===== src/rtl/particle_record_assembler.sv =====
// particle_record_assembler
// Collects particle payload bytes from the message receiver, packs them
// little-endian into fixed-size records and writes each completed record
// into the next slot of the downstream particle RAM. At each frame end it
// reports how many records were written. Two sticky flags report dropped
// records (RAM full) and a trailing partial record.

module particle_record_assembler #(
  parameter int BYTES_PER_RECORD = 8,
  parameter int MAX_PARTICLES    = 16,
  parameter int ADDR_W           = 4
) (
  input  logic                          clk,
  input  logic                          reset,
  input  logic [7:0]                    rx_data,
  input  logic                          rx_valid,
  input  logic                          particle_flag,
  input  logic                          map_flag,
  output logic                          wr_en,
  output logic [ADDR_W-1:0]             wr_addr,
  output logic [8*BYTES_PER_RECORD-1:0] wr_data,
  output logic [ADDR_W:0]               particle_count,
  output logic                          frame_done,
  output logic                          overflow,
  output logic                          short_record
);

  localparam int REC_W = 8 * BYTES_PER_RECORD;
  localparam int IDX_W = (BYTES_PER_RECORD > 1) ? $clog2(BYTES_PER_RECORD) : 1;

  localparam logic [ADDR_W:0]   MAX_CNT   = (ADDR_W+1)'(MAX_PARTICLES);
  localparam logic [ADDR_W-1:0] LAST_ADDR = ADDR_W'(MAX_PARTICLES - 1);
  localparam logic [IDX_W-1:0]  LAST_IDX  = IDX_W'(BYTES_PER_RECORD - 1);

  typedef enum logic [1:0] {
    S_IDLE    = 2'd0,
    S_COLLECT = 2'd1,
    S_END     = 2'd2
  } state_t;

  state_t               state_reg, state_next;
  logic                 flag_prev_reg, flag_prev_next;
  logic [IDX_W-1:0]     idx_reg, idx_next;
  logic [REC_W-1:0]     asm_reg, asm_next;
  logic [ADDR_W:0]      rec_count_reg, rec_count_next;
  logic                 wr_en_reg, wr_en_next;
  logic [ADDR_W-1:0]    wr_addr_reg, wr_addr_next;
  logic [REC_W-1:0]     wr_data_reg, wr_data_next;
  logic [ADDR_W:0]      particle_count_reg, particle_count_next;
  logic                 overflow_reg, overflow_next;
  logic                 short_reg, short_next;

  logic                 accept;
  logic                 flag_rise;
  logic                 rec_last;
  logic [ADDR_W:0]      eff_count;
  logic [REC_W-1:0]     rec_filled;

  // A byte counts only while collecting particle payload with no map payload.
  assign accept    = (state_reg == S_COLLECT) && rx_valid && particle_flag && !map_flag;
  assign flag_rise = particle_flag && !flag_prev_reg;
  assign rec_last  = accept && (idx_reg == LAST_IDX);

  // Records already written plus a write still being presented on the port;
  // this is the true occupancy when deciding on a new write or latching the
  // frame count.
  assign eff_count = rec_count_reg + {{ADDR_W{1'b0}}, wr_en_reg};

  // Byte lanes: the incoming byte lands in the lane selected by the byte
  // index, every other lane keeps what was already collected.
  genvar gi;
  generate
    for (gi = 0; gi < BYTES_PER_RECORD; gi++) begin : g_lane
      logic lane_hit;
      assign lane_hit = accept && (idx_reg == IDX_W'(gi));
      assign rec_filled[8*gi +: 8] = lane_hit ? rx_data : asm_reg[8*gi +: 8];
    end
  endgenerate

  // Next-state, record assembly, write scheduling and frame reporting.
  always_comb begin
    state_next          = state_reg;
    flag_prev_next      = particle_flag;
    idx_next            = idx_reg;
    asm_next            = asm_reg;
    rec_count_next      = rec_count_reg;
    wr_en_next          = 1'b0;
    wr_addr_next        = wr_addr_reg;
    wr_data_next        = wr_data_reg;
    particle_count_next = particle_count_reg;
    overflow_next       = overflow_reg;
    short_next          = short_reg;

    // Retire the write presented this cycle: advance count and slot, but
    // never wrap the slot past the last RAM entry.
    if (wr_en_reg) begin
      rec_count_next = rec_count_reg + (ADDR_W+1)'(1);
      if (wr_addr_reg != LAST_ADDR) begin
        wr_addr_next = wr_addr_reg + ADDR_W'(1);
      end
    end

    case (state_reg)
      S_IDLE: begin
        if (flag_rise) begin
          state_next     = S_COLLECT;
          idx_next       = '0;
          asm_next       = '0;
          wr_addr_next   = '0;
          rec_count_next = '0;
          overflow_next  = 1'b0;
          short_next     = 1'b0;
        end
      end

      S_COLLECT: begin
        if (!particle_flag) begin
          // Frame end: a write still on the port is included in the count,
          // and any partially collected record is dropped.
          state_next          = S_END;
          particle_count_next = eff_count;
          short_next          = (idx_reg != '0);
          idx_next            = '0;
        end else if (accept) begin
          asm_next = rec_filled;
          if (rec_last) begin
            idx_next = '0;
            if (eff_count < MAX_CNT) begin
              wr_en_next   = 1'b1;
              wr_data_next = rec_filled;
            end else begin
              overflow_next = 1'b1;
            end
          end else begin
            idx_next = idx_reg + IDX_W'(1);
          end
        end
      end

      S_END: begin
        // Hold the previous flag sample so a rise seen during this cycle is
        // still detected as an edge on the following idle cycle.
        state_next     = S_IDLE;
        flag_prev_next = flag_prev_reg;
      end

      default: begin
        state_next = S_IDLE;
      end
    endcase
  end

  // State and output registers with synchronous reset.
  always_ff @(posedge clk) begin
    if (reset) begin
      state_reg          <= S_IDLE;
      // Treat the flag as already high so a flag held through reset does
      // not restart a frame; a fresh rising edge is required.
      flag_prev_reg      <= 1'b1;
      idx_reg            <= '0;
      asm_reg            <= '0;
      rec_count_reg      <= '0;
      wr_en_reg          <= 1'b0;
      wr_addr_reg        <= '0;
      wr_data_reg        <= '0;
      particle_count_reg <= '0;
      overflow_reg       <= 1'b0;
      short_reg          <= 1'b0;
    end else begin
      state_reg          <= state_next;
      flag_prev_reg      <= flag_prev_next;
      idx_reg            <= idx_next;
      asm_reg            <= asm_next;
      rec_count_reg      <= rec_count_next;
      wr_en_reg          <= wr_en_next;
      wr_addr_reg        <= wr_addr_next;
      wr_data_reg        <= wr_data_next;
      particle_count_reg <= particle_count_next;
      overflow_reg       <= overflow_next;
      short_reg          <= short_next;
    end
  end

  assign wr_en          = wr_en_reg;
  assign wr_addr        = wr_addr_reg;
  assign wr_data        = wr_data_reg;
  assign particle_count = particle_count_reg;
  assign frame_done     = (state_reg == S_END);
  assign overflow       = overflow_reg;
  assign short_record   = short_reg;

endmodule


===== config.mk =====
export PLATFORM = sky130hd
export DESIGN_NAME = particle_record_assembler
export DESIGN_NICKNAME = d
export VERILOG_FILES = /design/src/rtl/particle_record_assembler.sv
export SDC_FILE = /design/constraint.sdc
export NUM_CORES = 1
export LEC_CHECK = 0
export ABC_AREA = 1
export CORE_UTILIZATION = 25
export DETAILED_ROUTE_END_ITERATION = 16
export PLACE_DENSITY = 0.39
export SETUP_SLACK_MARGIN = 0.2
export SYNTH_ARGS = -nofsm -noshare
export SYNTH_HDL_FRONTEND = slang
export SYNTH_SLANG_ARGS = --single-unit

===== constraint.sdc =====
create_clock -name clk -period 2.2 [get_ports clk]
set_input_delay 0.22 -clock clk [delete_from_list [all_inputs] [get_ports clk]]
set_output_delay 0.22 -clock clk [all_outputs]
set_load 0.05 [all_outputs]

After elaboration in Yosys (flattened, before gate mapping)

Index checks and enable logic that the tools add are counted.

Register bits: 151

Add/sub/neg operators: 4
Magnitude comparators: 1
Equality and inequality tests: 17
Muxes and demuxes: 36
Bitwise gates (word level): 4
Reduce and logical (&&, ||, !) cells: 26

Operators by type and width:

| cell                                                 | count |
|---|---|
| 2-to-1 mux 64 bit                                    | 3 |
| one-hot mux 64 bit (2 select lines)                  | 1 |
| 2-to-1 mux 8 bit                                     | 8 |
| 2-to-1 mux 4 bit                                     | 4 |
| 2-to-1 mux 5 bit                                     | 3 |
| equality test 3 bit (second input constant)          | 4 |
| logical AND 1 bit                                    | 12 |
| 2-to-1 mux 3 bit                                     | 4 |
| inequality test 2 bit (second input constant)        | 6 |
| 2-to-1 mux 1 bit                                     | 7 |
| equality test 3 x 2 -> 1 bit (second input constant) | 2 |
| one-hot mux 3 bit (2 select lines)                   | 1 |
| AND reduction 3 bit                                  | 2 |
| AND reduction 6 bit                                  | 1 |
| adder 5 x 1 -> 5 bit                                 | 1 |
| adder 5 x 1 -> 5 bit (second input constant)         | 1 |
| < comparator 5 bit (second input constant)           | 1 |
| AND reduction 5 bit                                  | 1 |
| OR reduction 5 bit                                   | 1 |
| adder 4 x 1 -> 4 bit (second input constant)         | 1 |
| 2-to-1 mux 2 bit                                     | 2 |
| inequality test 4 bit (second input constant)        | 1 |
| NOT 1 bit                                            | 4 |
| one-hot mux 1 bit (2 select lines)                   | 2 |
| 13 further kinds                                     | 15 |

Logic depth before layout (Yosys ltp)

Gate-level depths: netlist of the first run.

Depth in word-level cells: 9
Gate-level depth with buffers: 10

Worst setup path before layout of the first run

Ideal clock, no wire load.

Kind: register -> register
Start: reg wr_en_reg (netlist: wr_en)
End: reg wr_data_reg[61] (netlist: wr_data[61])
Arrival time: 1.964 ns
Path slack: 0.121 ns
Stages on the path, launching flop included: 10
Buffers on the path: 2
Clock period less this slack: 2.079 ns
Path through: dfxtp_1 ha_1 ha_1 nand3_1 xor2_1 nand2_2 buf_2 buf_2 o21ai_1 nor2_1

Cells in the longest elaborated chain, start to end: 3

RTL lines:

| item                                 | line | text |
|---|---|---|
| start: declaration                   | 46   | `logic wr_en_reg, wr_en_next;` |
| start signal: assignment             | 175  | `wr_en_reg <= wr_en_next;` |
| adder 5 x 1 -> 5 bit                 | 67   | `assign eff_count = rec_count_reg + {{ADDR_W{1'b0}}, wr_en_reg};` |
| < comparator 5 bit                   | 128  | `if (eff_count < MAX_CNT) begin` |
| AND reduction 5 bit (no source line) | --   |  |
| end signal: assignment               | 177  | `wr_data_reg <= wr_data_next;` |
| end: declaration                     | 48   | `logic [REC_W-1:0] wr_data_reg, wr_data_next;` |

Every way passes these cells.
A chain may end at the register's enable or synchronous reset.

Worst setup path after layout of the first run

Start: reg wr_addr_reg[2] (netlist: wr_addr[2])
End: out wr_addr[2]

RTL lines:

| item                     | line | text |
|---|---|---|
| start: declaration       | 47   | `logic [ADDR_W-1:0] wr_addr_reg, wr_addr_next;` |
| start signal: assignment | 176  | `wr_addr_reg <= wr_addr_next;` |
| end: declaration         | 20   | `output logic [ADDR_W-1:0] wr_addr,` |

No word-level cell between the ends.

==> impl_metrics.py, run 1 <==
metrics = {
    "placed_design": {
        "dp_slack_ns": 0.0665,
        "gp_congestion": 0.724,
        "dpl.hpwl_mm": 12.5,
        "post-place-cells": 1373,
        "port_buffers": 89,
    },
    "pwr": {
        "irDropWorstVdd_mv": 0.400,
        "p_per_area_nw_per_um2": 701,
        "leakage_nw": 3.73,
    },
    "worst_setup_path": {
        "worstReg2RegEnd": "wr_data[24]",
        "crit_required_ns": 1.98,
        "crit_family": "buffers and inverters",
        "r2r-start": "rec_count_reg[0]",
        "crit_chain": "clkdlybuf4s50_1",
        "end_kind": "primary output",
        "cpMaxStageDelayCell": "clkdlybuf4s50_1",
        "cp_max_fo": 5,
        "crit_buf_inv": 1,
        "reg2reg_slack_ns": 0.33,
        "ff2ff_path_depth": 10,
        "critPathKind": "reg2out",
        "arrival_ns": 1.67,
        "crit_path_start_kind": "flop",
        "path_depth": 1,
        "max_stage_delay_ns": 0.83,
    },
    "logic_synthesis": {
        "postSynthCellCount": 976,
        "synth_nets": 999,
        "yosysUniqueCellTypes": 28,
        "ys_warn_count": 0,
        "ys_ff_latch": 143,
        "syn_area_um2": 6520,
        "syn_area_per_cell_um2": 6.68,
        "ys_seq_area_frac": 0.439,
    },
    "layout": {
        "antennaDiodeCount": 0,
        "drive_gt1_frac": 0.0734,
        "post-route-util": 0.340,
        "areaGrowthSynthToFinish_pct": 32.4,
        "largest_register_ffs": 64,
        "stdcell_count": 1407,
        "final_nets": 1087,
    },
    "sta": {
        "final-max-slew-violation-count": 0,
        "rsz0062_at_grt": "no",
        "fin_crit_ns": 1.89,
        "post-route-period-util": 0.859,
        "skew_ns": 0.00850,
        "tightest_slew_ns": 0.549,
        "tns_ns": 0,
        "setup_violations": 0,
        "finalHoldViolCount": 0,
        "relSlewSlack": 0.633,
        "fin_ws_ns": 0.310,
        "max_freq_ghz": 0.529,
    },
    "clock_network": {
        "cts_root_buffer": "clkbuf_16",
        "cts_buffer_depth": 2,
        "cts_buffers": 17,
        "cts_tree": "done",
        "cts_hold_buf": 0,
        "path_clk_slew_ns": 0.06,
        "clkLatencyLatePin_ns": 0.43,
        "h-tree-depth": 4,
        "cts.sinks": 143,
    },
    "die": {
        "num_io_pins": 90,
        "start_util": 0.257,
        "dieHeight_um": 164,
        "row_count": 58,
        "die_x_um": 164,
        "core_um2": 25400,
        "die_area_um2": 26700,
    },
    "min_path": {
        "hold_start": "reset",
        "hold_path_class": "in2reg",
        "hold_end": "asm_reg[16]",
        "hold_depth": 2,
    },
    "global_route": {
        "grt_overflow_total": 0,
        "grt_pass1_vias": 5694,
        "grtUsageTotal": 0.150,
        "grt_max_degree": 39,
        "grt_pass1_wl_mm": 30.8,
        "antenna_found_initial": 0,
    },
    "flow_run": {
        "cap_viol_max_count": 0,
    },
    "routing": {
        "vias": 6035,
        "via_per_inst": 4.29,
        "drt-pass1-iter-count": 5,
        "drc_errors": 0,
        "routed_wl_mm": 19.1,
        "ant_nets": 0,
        "drt_iter0_drc": 355,
        "wl_per_cell_um": 13.5,
    },
    "status": {
        "outcome": "complete, no violations",
    },
}
## cells in the mapped netlist
library cell | n | share of area
nor2_1 | 97 | 0.056
clkbuf_2 | 1 | 0.00077
o21ai_0 | 9 | 0.0069
buf_1 | 3 | 0.0017
nand2_1 | 252 | 0.15
nand4_1 | 4 | 0.0038
dfxtp_1 | 143 | 0.44
buf_2 | 19 | 0.015
o221ai_1 | 1 | 0.0013
inv_1 | 139 | 0.080
o211ai_1 | 1 | 0.0012
nor3_4 | 1 | 0.0025
clkinv_1 | 3 | 0.0017
inv_2 | 3 | 0.0017
o21ai_1 | 8 | 0.0061
xor2_1 | 5 | 0.0067
ha_1 | 10 | 0.019
nand3_2 | 1 | 0.0015
nor3_1 | 1 | 0.00077
a21oi_1 | 121 | 0.093
nand3_1 | 120 | 0.092
mux2i_1 | 1 | 0.0015
nor2_2 | 1 | 0.00096
xnor2_1 | 1 | 0.0013
nand2_2 | 1 | 0.00096
buf_6 | 2 | 0.0035
clkbuf_1 | 27 | 0.016
or2_2 | 1 | 0.00096
## metal layers
layer,share of wire,routed length [um],global-route usage,up-vias
met5,0,0,0,-
met4,0.010,195,0.0408,0
li1,-,-,-,3235
met2,0.44,8410,0.237,95
met1,0.51,9790,0.204,2691
met3,0.035,674,0.0322,14
## logic make-up (layout without fill, tap and decap cells)
logic type | after synthesis | in the layout | synth area share
AO/OA/AOI/OAI | 140 | 140 | 0.108
multiplexers | 1 | 1 | 0.00153
flip-flops | 143 | 143 | 0.439
buffers and inverters | 197 | 298 | 0.120
XOR/XNOR | 6 | 6 | 0.00806
AND/OR/NAND/NOR | 479 | 479 | 0.304
adder cells (fa/ha/maj) | 10 | 10 | 0.0192
## cells in the final DEF, fill, tap and decap left out, types with 2 or more instances in the layout
cell type        count
clkinv_2             2
xor2_1               4
buf_12               8
ha_1                 8
inv_2                3
clkbuf_8             3
clkinv_1             3
dfxtp_2              2
nor2_4               2
clkdlybuf4s50_1     86
o21ai_0              9
buf_4               24
nand3_1            119
nand4_1              4
a21oi_1            120
dfxtp_1            141
nand2_1            252
clkbuf_1             2
bufinv_16            5
ha_2                 2
nor2_1              96
inv_1              139
nand3_2              2
clkinvlp_4           3
o21ai_1              8
clkbuf_16           17
## what timing repair did
item | CTS | global route
endpoints found under the setup margin | 28 | 33
pin swaps | 0 | 2
cloned | 0 | 0
gates resized for setup | 3 | 9
buffers inserted | 0 | 2
## how the worst max path moves through the flow
stage / start / end / slack [ns]
2_1_floorplan: wr_en / wr_data[61] / 0.31
3_3_place_gp: rec_count_reg[0] / wr_data[21] / 0.11
3_5_place_dp: particle_flag / asm_reg[20] / 0.07
4_1_cts: wr_en / wr_en / 0.21
5_1_grt: rec_count_reg[0] / wr_data[27] / 0.20
6_report: wr_addr[2] / wr_addr[2] / 0.31
## area by class of cell
| cell class | count | area [um2] |
|---|---|---|
| inverter | 145 | 544 |
| timing repair buffer | 121 | 1230 |
| fill | 2771 | 16800 |
| clock buffer | 22 | 474 |
| multi-input combinational | 636 | 2930 |
| sequential | 143 | 2870 |
| tap | 330 | 413 |
| clock inverter | 10 | 183 |
## metrics by stage
stage	hold WS, ns	instance area [um2]	power [mW]
2_1_floorplan	0.361	6520	2.76
3_3_place_gp	0.452	7920	2.87
3_5_place_dp	0.456	7920	2.87
4_1_cts	0.218	8580	6.17
5_1_grt	0.235	8640	6.28
6_report	0.238	8640	6.06
## power breakdown
group | total, mW | switching [mW] | internal [mW]
Combinational | 0.208 | 0.156 | 0.0528
Sequential | 2.60 | 0.00460 | 2.60
Clock | 3.25 | 1.15 | 2.10
Total | 6.06 | 1.31 | 4.75
Note: power is estimated with default switching activity, not from simulation.
==> inputs of run 2 (changes only) <==
- CORE_ASPECT_RATIO: default -> 1.1
==> run 2 against run 1 <==
  * Clock-buffer cell count stayed put
  * Global-route usage is 0.18 points higher
  * Critical path depth stayed put
  * Maximum frequency is 0.37% lower
  * Non-clock buffer count is 4 higher
  * Critical endpoint unchanged
  * Cell count is 1.4% higher
  * Sequential share of layout area is 0.29 points lower
  * First-iteration DRC count is 11% lower
  * Largest cell class unchanged
==> impl_metrics.py, run 2 (same netlist as run 1, synthesis figures left out) <==
metrics = {
    "status": {
        "outcome": "complete, no violations",
    },
    "pwr": {
        "pwr-share-comb": 0.036,
        "irDropWorstVdd_mv": 0.457,
        "power_frac_seq": 0.436,
        "internal-power_mw": 4.64,
        "switching_share": 0.221,
        "power_switching_mw": 1.31,
        "clockPowerShare": 0.528,
        "finalPower_mw": 5.96,
        "p_per_area_nw_per_um2": 684,
        "leakage_nw": 3.77,
    },
    "layout": {
        "mostFrequentLayoutCell": "nand2_1",
        "areaGrowthSynthToFinish_pct": 33.5,
        "antennaDiodeCount": 0,
        "post-route-util": 0.343,
        "final_nets": 1091,
        "drive_gt1_frac": 0.0768,
        "layout_common_cells": "252 x nand2_1, 142 x dfxtp_1, 139 x inv_1, 120 x nand3_1, 117 x a21oi_1",
        "largest_register_ffs": 64,
    },
    "sta": {
        "tightest_slew_ns": 0.586,
        "skew_ns": 0.00803,
        "max_freq_ghz": 0.527,
        "fin_crit_ns": 1.90,
        "finalHoldViolCount": 0,
        "rsz0062_at_grt": "yes",
        "setup_violations": 0,
        "final-max-slew-violation-count": 0,
        "tns_ns": 0,
        "relSlewSlack": 0.609,
        "fin_ws_ns": 0.303,
        "post-route-period-util": 0.862,
    },
    "global_route": {
        "grt_max_degree": 63,
        "grtUsageTotal": 0.152,
        "antenna_found_initial": 0,
        "grt_pass1_wl_mm": 30.9,
        "grt_pass1_vias": 5666,
        "grt_overflow_total": 0,
    },
    "placed_design": {
        "gp_congestion": 0.705,
        "port_buffers": 89,
        "dp_slack_ns": 0.125,
        "dpl.hpwl_mm": 12.4,
    },
    "routing": {
        "top_layer_used": "met4",
        "wl_met3_um": 910,
        "via_per_inst": 4.29,
        "drt-pass1-iter-count": 4,
        "routed_wl_mm": 19.6,
        "drc_errors": 0,
        "wl_per_cell_um": 13.7,
        "wl_met1_mm": 8.96,
        "vias": 6117,
        "drt_iter0_drc": 316,
        "ant_nets": 0,
        "dr_wl_met2_mm": 9.51,
    },
    "worst_setup_path": {
        "max_stage_delay_ns": 0.84,
        "critPathKind": "reg2out",
        "worstReg2RegEnd": "wr_data[62]",
        "cp_max_fo": 5,
        "crit_buf_inv": 1,
        "arrival_ns": 1.68,
        "ff2ff_path_depth": 10,
        "reg2reg_slack_ns": 0.34,
        "end_kind": "primary output",
        "crit_chain": "clkdlybuf4s50_1",
        "crit_family": "buffers and inverters",
        "cpMaxStageDelayCell": "clkdlybuf4s50_1",
        "crit_path_start_kind": "flop",
        "r2r-start": "wr_en",
        "crit_required_ns": 1.98,
    },
    "min_path": {
        "hold_depth": 4,
        "hold_start": "reset",
        "hold_path_class": "in2reg",
        "hold_end": "wr_addr[3]",
    },
    "clock_network": {
        "path_clk_slew_ns": 0.06,
        "cts_root_buffer": "clkbuf_16",
        "cts.sinks": 143,
        "h-tree-depth": 4,
        "cts_tree": "done",
        "cts_buffer_depth": 2,
        "cts_buffers": 17,
        "clkLatencyLatePin_ns": 0.42,
    },
    "die": {
        "dieHeight_um": 171,
        "die_area_um2": 26700,
        "die_x_um": 156,
        "core_um2": 25400,
        "num_io_pins": 90,
        "start_util": 0.257,
        "row_count": 61,
    },
    "flow_run": {
        "cap_viol_max_count": 0,
    },
}
run 2: changes by cell type in the layout (fill, tap and decap cells not counted), sizes merged:
cell / delta
bufbuf: +1
clkbuf: +1
clkinv: +2
dlygate4sd2: +1
bufinv: -1
dlymetal6s2s: -1
clkinvlp: -1
buf: +2
run 2: power groups by stage:
stage | Combinational (mW) | Sequential [mW] | Clock (mW)
after global routing | 0.233 | 2.60 | 3.35
after global placement | 0.223 | 2.66 | 0
final | 0.214 | 2.60 | 3.14
after CTS | 0.222 | 2.60 | 3.24
after detailed placement | 0.222 | 2.66 | 0
after floorplan | 0.0916 | 2.67 | 0
run 2: how the worst max path moves through the flow:
stage | startpoint | end | slack (ns) | cells past startpoint
after floorplan | wr_en | wr_data[61] | 0.31 | 9
after global placement | particle_flag | wr_data[55] | 0.14 | 8
after detailed placement | particle_flag | wr_data[55] | 0.13 | 8
after CTS | wr_en | wr_data[33] | 0.20 | 10
after global routing | wr_en | wr_data[33] | 0.18 | 11
final | wr_addr[2] | wr_addr[2] | 0.30 | 1
run 2: routing by layer:
layer | vias up | track usage
met3 | 11 | 0.0373
met2 | 99 | 0.263
met4 | 0 | 0.0409
li1 | 3250 | -
met1 | 2757 | 0.186
met5 | - | 0
run 2: final cells by class:
cell class	instances	area, um2
fillers	2753	16700
multi-input cells	636	2930
flip-flops and latches	143	2860
repair buffers	125	1310
inverters	145	544
clock buffers	22	474
well taps	346	433
clock inverters	10	159
run 2: metrics by stage:
step / std cells / instance area (um2) / hold WS, ns
floorplan: 976 / 6520 / 0.361
global placement: 1391 / 7970 / 0.453
detailed placement: 1391 / 7970 / 0.454
CTS: 1424 / 8640 / 0.303
global route: 1427 / 8710 / 0.315
finish: 1427 / 8710 / 0.295
run 2: worst register-to-register path: cells and delay by family, from the launching register on:
kind                       cells  cell delay, ns
buffers and inverters          3            0.52
adders and majority gates      2            0.36
DFF                            1            0.34
and+or+nand+nor                3            0.24
xor gates and xnor gates       1            0.18
AOI/OAI and AO/OA              1            0.12
run 2: what timing repair did:
item | CTS | global route
hold buffers | 0 | 0
gates cloned | 1 | 1
buffers inserted | 0 | 2
resized for setup | 5 | 6
hold endpoints to repair | 0 | 0
setup endpoints to repair | 9 | 37
pin swaps | 0 | 2
